<file path="src/rtl/nbit_sar_search_pkg.sv">
// Shared types and constants for the signed successive-approximation search engine.
// Holds the FSM state encoding, the default operand width and the sign-bit mask.
package nbit_sar_search_pkg;

  localparam int N_DEF = 8;

  typedef enum logic [1:0] {
    IDLE   = 2'd0,
    SEARCH = 2'd1,
    DONE   = 2'd2
  } state_e;

  localparam logic [N_DEF-1:0] MSB_MASK = {1'b1, {(N_DEF-1){1'b0}}};

endpackage

</file>
<file path="src/rtl/nbit_sar_search_if.sv">
// Bus between the search engine and its comparator/controller side.
// Handshake: cmp_lt is consumed only on an edge where cmp_valid=1; guess stays stable until then.
interface nbit_sar_search_if import nbit_sar_search_pkg::*; #(parameter int N = N_DEF) ();

  logic         start;
  logic         cmp_valid;
  logic         cmp_lt;
  logic [N-1:0] guess;
  logic         busy;
  logic         done;
  logic [N-1:0] result;
  state_e       state;

  modport master (
    output start, cmp_valid, cmp_lt,
    input  guess, busy, done, result, state
  );

  modport slave (
    input  start, cmp_valid, cmp_lt,
    output guess, busy, done, result, state
  );

endinterface

</file>
<file path="src/rtl/nbit_sar_search.sv">
// Signed SAR search: turns a stream of signed less-than verdicts back into the target operand.
// Searches in offset binary (u), so unsigned bisection on u equals signed bisection on guess.
module nbit_sar_search import nbit_sar_search_pkg::*; #(
  parameter int N = N_DEF
) (
  input  logic             clk,
  input  logic             rst,
  nbit_sar_search_if.slave bus
);

  localparam int           KW  = $clog2(N);
  localparam logic [N-1:0] MSB = {1'b1, {(N-1){1'b0}}};

  state_e          state_q, state_d;
  logic [N-1:0]    u_q, u_d;
  logic [N-1:0]    guess_q, guess_d;
  logic [N-1:0]    result_q, result_d;
  logic [KW-1:0]   k_q, k_d;
  logic [N-1:0]    u_tmp;

  always_comb begin
    state_d  = state_q;
    u_d      = u_q;
    k_d      = k_q;
    guess_d  = guess_q;
    result_d = result_q;
    u_tmp    = u_q;
    case (state_q)
      IDLE, DONE: begin
        if (bus.start) begin
          state_d = SEARCH;
          u_d     = MSB;
          k_d     = KW'(N-1);
          guess_d = '0;
        end else begin
          state_d = IDLE;
        end
      end
      SEARCH: begin
        if (bus.cmp_valid) begin
          if (bus.cmp_lt) u_tmp[k_q] = 1'b0;
          if (k_q != '0) begin
            u_tmp[k_q - KW'(1)] = 1'b1;
            k_d                 = k_q - KW'(1);
          end else begin
            result_d = u_tmp ^ MSB;
            state_d  = DONE;
          end
          u_d     = u_tmp;
          guess_d = u_tmp ^ MSB;
        end
      end
      default: state_d = IDLE;
    endcase
  end

  always_ff @(posedge clk) begin
    if (rst) begin
      state_q  <= IDLE;
      u_q      <= '0;
      k_q      <= KW'(N-1);
      guess_q  <= '0;
      result_q <= '0;
    end else begin
      state_q  <= state_d;
      u_q      <= u_d;
      k_q      <= k_d;
      guess_q  <= guess_d;
      result_q <= result_d;
    end
  end

  assign bus.guess  = guess_q;
  assign bus.busy   = (state_q == SEARCH);
  assign bus.done   = (state_q == DONE);
  assign bus.result = result_q;
  assign bus.state  = state_q;

endmodule

</file>
<file path="src/flat_wrapper.sv">
// flat-port wrapper written by rule: the top's interface ports become plain ports
module nbit_sar_search_flat import nbit_sar_search_pkg::*;
#(
  parameter int N = N_DEF
)
  (clk, rst, bus_start, bus_cmp_valid, bus_cmp_lt, bus_guess, bus_busy, bus_done, bus_result, bus_state);
  nbit_sar_search_if #(.N(N)) bus_i ();
  input  logic clk;
  input  logic rst;
  input wire logic [$bits(bus_i.start)-1:0] bus_start;
  input wire logic [$bits(bus_i.cmp_valid)-1:0] bus_cmp_valid;
  input wire logic [$bits(bus_i.cmp_lt)-1:0] bus_cmp_lt;
  output wire logic [$bits(bus_i.guess)-1:0] bus_guess;
  output wire logic [$bits(bus_i.busy)-1:0] bus_busy;
  output wire logic [$bits(bus_i.done)-1:0] bus_done;
  output wire logic [$bits(bus_i.result)-1:0] bus_result;
  output wire logic [$bits(bus_i.state)-1:0] bus_state;
  assign bus_i.start = bus_start;
  assign bus_i.cmp_valid = bus_cmp_valid;
  assign bus_i.cmp_lt = bus_cmp_lt;
  assign bus_guess = bus_i.guess;
  assign bus_busy = bus_i.busy;
  assign bus_done = bus_i.done;
  assign bus_result = bus_i.result;
  assign bus_state = bus_i.state;
  nbit_sar_search #(.N(N)) u_core (.clk(clk), .rst(rst), .bus(bus_i));
endmodule
</file>
<file path="config.mk">
export PLATFORM = sky130hd
export DESIGN_NAME = nbit_sar_search_flat
export DESIGN_NICKNAME = d
export VERILOG_FILES = /design/src/rtl/nbit_sar_search_pkg.sv /design/src/rtl/nbit_sar_search_if.sv /design/src/rtl/nbit_sar_search.sv /design/src/flat_wrapper.sv
export SDC_FILE = /design/constraint.sdc
export NUM_CORES = 1
export LEC_CHECK = 0
export ABC_CLOCK_PERIOD_IN_PS = 1710
export CORE_UTILIZATION = 45
export CTS_CLUSTER_DIAMETER = 80
export DETAILED_ROUTE_END_ITERATION = 7
export PLACE_DENSITY = 0.87
export SLEW_MARGIN = 20
export SYNTH_ARGS = -nofsm -noshare
export SYNTH_HDL_FRONTEND = slang
export SYNTH_SLANG_ARGS = --single-unit
</file>
<file path="constraint.sdc">
create_clock -name clk -period 1.71 [get_ports clk]
set_clock_uncertainty 0.2 [all_clocks]
set_input_delay 0.4275 -clock clk [delete_from_list [all_inputs] [get_ports clk]]
set_output_delay 0.4275 -clock clk [all_outputs]
set_load 0.05 [all_outputs]
</file>
==> results of run 1 <==
[area by class of cell]
type | instances | area (um2)
fill | 185 | 729
multi-input combinational | 86 | 618
timing repair buffer | 40 | 564
sequential | 22 | 448
inverter | 11 | 43.8
tap | 30 | 37.5
clock buffer | 4 | 36.3
[per-layer routing]
layer,wire length (um),track usage (%),vias to the layer above
li1,-,-,556
met1,1240,29.3,532
met2,1550,37.1,45
met3,142,6.32,6
met4,34,6.14,0
met5,0,0,-
[metrics by stage]
| stage | setup TNS (ps) | setup WS, ps | total power [mW] | cell area, um2 |
|---|---|---|---|---|
| after floorplan | 0 | 2.09 | 0.629 | 1190 |
| after global placement | -4320 | -287 | 0.699 | 1660 |
| after detailed placement | -5000 | -321 | 0.703 | 1660 |
| after CTS | 0 | 0.854 | 0.997 | 1720 |
| after global routing | -9.21 | -5.76 | 1.04 | 1750 |
| final | 0 | 29.8 | 0.999 | 1750 |
[how the worst max path moves through the flow]
| stage | start | to | slack (ps) | cells past startpoint |
|---|---|---|---|---|
| floorplan | u_core.k_q[0]$_SDFFE_PP1P_ | u_core.bus.result[7]$_SDFFE_PP0P_ | 2 | 7 |
| global placement | bus_cmp_valid | u_core.bus.guess[1]$_SDFFE_PP0P_ | -290 | 4 |
| detailed placement | bus_cmp_valid | u_core.bus.guess[6]$_SDFFE_PP0P_ | -320 | 4 |
| CTS | bus_cmp_valid | u_core.bus.guess[6]$_SDFFE_PP0P_ | 0.9 | 5 |
| global route | u_core.bus.state[1]$_SDFFE_PP0P_ | bus_busy | -6 | 3 |
| finish | bus_cmp_valid | u_core.k_q[2]$_SDFFE_PP1P_ | 30 | 5 |
[logic make-up (layout without fill, tap and decap cells)]
| logic type | Yosys count | count (layout) | synth area share [%] |
|---|---|---|---|
| AOI/OAI and AO/OA | 48 | 48 | 28.9 |
| adders and majority gates | 2 | 2 | 2.13 |
| buffers and inverters | 28 | 55 | 12.5 |
| DFF | 22 | 22 | 37.6 |
| and+or+nand+nor | 36 | 36 | 18.9 |
[tightest hold or removal path: cells and delay by family (launching register included)]
kind | cells | cell delay, ps
AO/OA/AOI/OAI | 2 | 140
flip-flops | 1 | 360
[power by group through the flow]
stage | Combinational, mW | Clock [mW] | Sequential [mW]
after floorplan | 0.0792 | 0 | 0.550
after global placement | 0.156 | 0 | 0.543
after detailed placement | 0.160 | 0 | 0.544
after CTS | 0.164 | 0.300 | 0.533
after global routing | 0.183 | 0.318 | 0.535
final | 0.173 | 0.293 | 0.534
[cell usage in the layout (no fill, tap or decap), types with 5 or more instances in the layout]
cell type and count:
buf_12 20, inv_1 10, o221ai_1 6, a21oi_1 8, o211ai_1 7, o2111ai_1 6
buf_4 15, nor2_1 5, dfxtp_1 20, o21ai_0 11
[flip-flops by register name, summed over array words and instances (netlist names)]
signal,cells
u_core.bus.guess,8
u_core.bus.state,2
u_core.bus.result,8
u_core.u_q,1
u_core.k_q,3
[repair_timing]
action | in CTS | in global routing
hold endpoints to repair | 0 | 0
hold buffers | 0 | 0
gates resized for setup | 4 | 7
endpoints found under the setup margin | 4 | 12
buffers inserted | 2 | 1
pin swaps | 0 | 2
==> flow_metrics.env, run 1 <==
export IMPL_firstDrtPassIters=4
export IMPL_grt_first_pass_wirelength_um=4650
export IMPL_dp_cells=186
export IMPL_rows=18
export IMPL_drive_gt1_share_pct=31.9
export IMPL_critPathMaxStageDelay_ps=440
export IMPL_slew_headroom_pct=75.4
export IMPL_grt_start_max_net_pins=14
export IMPL_finalHoldViolCount=0
export IMPL_die_area_mm2=0.00281
export IMPL_htree_num_levels=1
export IMPL_worstMarginPinSlew_ps=368
export IMPL_path_max_fanout=9
export IMPL_yosysTopAreaCellShare_pct=37.6
export IMPL_p_leak_nw=0.669
export IMPL_synth_seq_cells=22
export IMPL_antennaDiodeCount=0
export IMPL_ys_types=38
export IMPL_fin_crit_ps=1680
export IMPL_nets=171
export IMPL_drc=0
export IMPL_synth_edff_count=0
export IMPL_insertion_delay_ps=310
export IMPL_dr_first_iter_drc_count=58
export IMPL_io_buffer_count=24
export IMPL_grt_ovfl_total=0
export IMPL_synth_ff_type="dfxtp_1"
export IMPL_ir_drop_mv=0.503
export IMPL_wl_per_cell_um=15.4
export IMPL_p_per_area_mw_per_mm2=572
export IMPL_power_frac_comb_pct=17.3
export IMPL_cp_data_required_time_ps=1730
export IMPL_p_int_mw=0.731
export IMPL_path_buf_inv=2
export IMPL_grt_pass1_vias=979
export IMPL_synth_net_count=143
export IMPL_syn_avg_cell_area_um2=8.62
export IMPL_grt_usage_pct=22.8
export IMPL_crit_path_cell_trace="clkdlybuf4s50_1 > and3b_1 > buf_4 > o22a_1 > a211o_1"
export IMPL_synthTopCellsByCount="dfxtp_1 (22), o21ai_0 (12), inv_1 (10)"
export IMPL_gp_congestion=0.896
export IMPL_cts_root_buffer="clkbuf_4"
export IMPL_synth_area_mm2=0.00117
export IMPL_hp_class="flip-flop to flip-flop"
export IMPL_arrival_ps=1700
export IMPL_clockBufferDepth=2
export IMPL_hold_start="u_core.bus.result[3]$_SDFFE_PP0P_"
export IMPL_ant_nets=0
export IMPL_r2r_setup_slack_ps=110
export IMPL_cts_tree="built"
export IMPL_clk_pin_slew_ps=120
export IMPL_hold_ws_ps=325
export IMPL_endpoint_kind="flip-flop"
export IMPL_cap_viol_max_count=0
export IMPL_fin_util_pct=70.6
export IMPL_cts_buffers=3
export IMPL_cts_sink_count=22
export IMPL_status="finished, final reports clean"
export IMPL_antenna_found_initial=0
export IMPL_setup_viol=0
export IMPL_area_growth_pct=49.1
export IMPL_async_flop_share_pct=0
export IMPL_whs_endpoint="u_core.bus.result[3]$_SDFFE_PP0P_"
export IMPL_die_w_um=53.0
export IMPL_synth_most_common_cell="dfxtp_1"
export IMPL_report_final_slew_viol_count=0
export IMPL_p_clk_share_pct=29.3
export IMPL_netSwitchingPower_mw=0.268
export IMPL_place_detailed_hpwl_um=2220
export IMPL_clock_fmax_mhz=595
export IMPL_final_period_utilization_pct=98.3
export IMPL_ys_warn_count=0
export IMPL_rsz0062_at_grt="yes"
export IMPL_layout_cells_non_filler=193
export IMPL_crit_family="buffers and inverters"
export IMPL_vias=1139
export IMPL_start_kind="input pin"
export IMPL_synthCells=136
export IMPL_die_y_um=53.0
export IMPL_ioPinCount=25
export IMPL_coreArea_mm2=0.00248
export IMPL_ff2ff_path_depth=5
export IMPL_wl_um=2970
export IMPL_seq_power_share_pct=53.4
export IMPL_crit_type="input pin to flip-flop"
export IMPL_r2r_start="u_core.bus.state[1]$_SDFFE_PP0P_"
export IMPL_vias_per_cell=5.90
export IMPL_reg2reg_to="u_core.k_q[2]$_SDFFE_PP1P_"
export IMPL_worstHoldPathCells=2
export IMPL_start_util_pct=47.3
export IMPL_synth_area_leaders="dfxtp_1 (38%), o21ai_0 (5.1%), buf_4 (4.5%), o211ai_1 (4.5%), o2111ai_1 (4.5%)"
export IMPL_sw_frac_of_total_pct=26.8
export IMPL_yosys_area_top_type="dfxtp_1"
export IMPL_yosysSeqAreaShare_pct=37.6
export IMPL_slowest_stage="clkdlybuf4s50_1"
Power figures use the tool's default switching activity.
==> inputs of run 2 (changes only) <==
Settings changed: CELL_PAD_IN_SITES_DETAIL_PLACEMENT set to 0, CELL_PAD_IN_SITES_GLOBAL_PLACEMENT set to 1, CORE_UTILIZATION 45 to 33, PLACE_DENSITY 0.87 to 0.86.
==> run 2 against run 1 <==
Against the previous run: first-iteration DRC count down 21%; flip-flop and latch count unchanged; final area up 1.3%; clock power about the same; largest cell class unchanged; die area up 35%.
==> flow_metrics.env, run 2 (synthesis results as in run 1) <==
export IMPL_status="finished, final reports clean"
export IMPL_antennaDiodeCount=0
export IMPL_grt_start_max_net_pins=14
export IMPL_rsz0062_at_grt="yes"
export IMPL_area_growth_pct=51.0
export IMPL_clk_pin_slew_ps=120
export IMPL_gp_congestion=0.842
export IMPL_finish_instance_area_mm2=0.00177
export IMPL_die_w_um=61.6
export IMPL_grt_first_pass_wirelength_um=4620
export IMPL_rows=21
export IMPL_fin_crit_ps=1680
export IMPL_slew_headroom_pct=74.7
export IMPL_dr_wl_met2_um=1640
export IMPL_clock_fmax_mhz=595
export IMPL_p_leak_nw=0.670
export IMPL_drc=0
export IMPL_grt_pass1_vias=977
export IMPL_pre_cts_slack_ps=-398
export IMPL_wl_per_cell_um=15.1
export IMPL_startpoint="bus_start"
export IMPL_htree_num_levels=1
export IMPL_crit_type="input pin to flip-flop"
export IMPL_seq_power_share_pct=53.3
export IMPL_die_y_um=61.6
export IMPL_coreArea_mm2=0.00336
export IMPL_die_area_mm2=0.00380
export IMPL_clockBufferDepth=2
export IMPL_wl_met3_um=112
export IMPL_holdBufCountCts=0
export IMPL_sw_frac_of_total_pct=27.2
export IMPL_arrival_ps=1710
export IMPL_vias=1121
export IMPL_final_cell_mix="buf_12 (20), dfxtp_1 (20), buf_4 (15)"
export IMPL_fin_ws_ps=28.5
export IMPL_setup_viol=0
export IMPL_path_max_fanout=4
export IMPL_whs_endpoint="u_core.u_q[7]$_SDFFE_PP0P_"
export IMPL_cts_sink_count=22
export IMPL_total_power_mw=1.00
export IMPL_antenna_found_initial=0
export IMPL_cap_viol_max_count=0
export IMPL_r2r_start="u_core.k_q[0]$_SDFFE_PP1P_"
export IMPL_final_period_utilization_pct=98.3
export IMPL_worstMarginPinSlew_ps=380
export IMPL_p_clk_share_pct=29.6
export IMPL_ant_nets=0
export IMPL_fin_setup_tns_ps=0
export IMPL_grt_usage_pct=16.7
export IMPL_cts_root_buffer="clkbuf_4"
export IMPL_fillers=309
export IMPL_endpoint_kind="flip-flop"
export IMPL_power_frac_comb_pct=17.0
export IMPL_ir_drop_mv=0.504
export IMPL_report_final_slew_viol_count=0
export IMPL_p_int_mw=0.727
export IMPL_p_per_area_mw_per_mm2=565
export IMPL_drive_gt1_share_pct=33.3
export IMPL_hold_start="rst"
export IMPL_wl_um=3140
export IMPL_grt_ovfl_total=0
export IMPL_cts_tree="built"
export IMPL_cp_data_required_time_ps=1740
export IMPL_placed_area_mm2=0.00168
export IMPL_ff2ff_path_depth=5
export IMPL_io_buffer_count=24
export IMPL_ioPinCount=25
export IMPL_nets=170
export IMPL_drt_met1_wl_um=1390
export IMPL_finalHoldViolCount=0
export IMPL_dr_first_iter_drc_count=46
export IMPL_cts_buffers=3
export IMPL_vias_per_cell=5.39
export IMPL_top_layer="met3"
export IMPL_firstDrtPassIters=4
export IMPL_place_detailed_hpwl_um=2340
export IMPL_hp_class="input pin to flip-flop"
export IMPL_worstHoldPathCells=2
export IMPL_insertion_delay_ps=320
export IMPL_start_util_pct=34.9
export IMPL_start_kind="input pin"
export IMPL_r2r_setup_slack_ps=70
export IMPL_hold_ws_ps=232
export IMPL_reg2reg_to="u_core.bus.guess[7]$_SDFFE_PP0P_"
export IMPL_netSwitchingPower_mw=0.272
[run 2: cell type report]
| cell class | instances | area (um2) | share of cell area (%) |
|---|---|---|---|
| clock buffer | 4 | 36.3 | 2.05 |
| inverter | 11 | 43.8 | 2.47 |
| multi-input combinational | 86 | 631 | 35.6 |
| sequential | 22 | 448 | 25.3 |
| tap | 46 | 57.6 | 3.25 |
| timing repair buffer | 39 | 554 | 31.3 |
[run 2: timing repair]
action                                  4_1_cts  5_1_grt
setup buffers                                 0        2
gates resized for setup                       5        9
gates cloned                                  0        0
endpoints found under the setup margin        7        8
pin swaps                                     0        1
[run 2: stage by stage]
step           instances  util [%]
2_1_floorplan        136         -
3_3_place_gp         202      49.8
3_5_place_dp         202      49.8
4_1_cts              206      51.3
5_1_grt              208      52.6
6_report             208      52.6
[run 2: worst max-delay path, cell delays in order]
cell and delay, ps:
clkdlybuf4s50_1 460, nor2b_1 320, buf_4 210, nor3_1 50
a311oi_1 240
[run 2: how the worst max path moves through the flow]
stage | endpoint | cells past startpoint
after floorplan | u_core.bus.result[7]$_SDFFE_PP0P_ | 7
after global placement | u_core.bus.guess[1]$_SDFFE_PP0P_ | 4
after detailed placement | u_core.bus.guess[4]$_SDFFE_PP0P_ | 4
after CTS | bus_busy | 3
after global routing | bus_busy | 3
final | u_core.u_q[7]$_SDFFE_PP0P_ | 5
[run 2: power groups by stage]
stage	Clock, mW	Sequential, mW	Combinational (mW)
global placement	0	0.543	0.155
finish	0.296	0.533	0.170
CTS	0.304	0.533	0.163
floorplan	0	0.550	0.0792
detailed placement	0	0.544	0.159
global route	0.324	0.534	0.179
[run 2: metal layers]
metal	GRT usage, %	up-vias
met4	2.86	0
met2	27.6	21
li1	-	552
met1	22.1	548
met3	4.41	0
met5	0	-
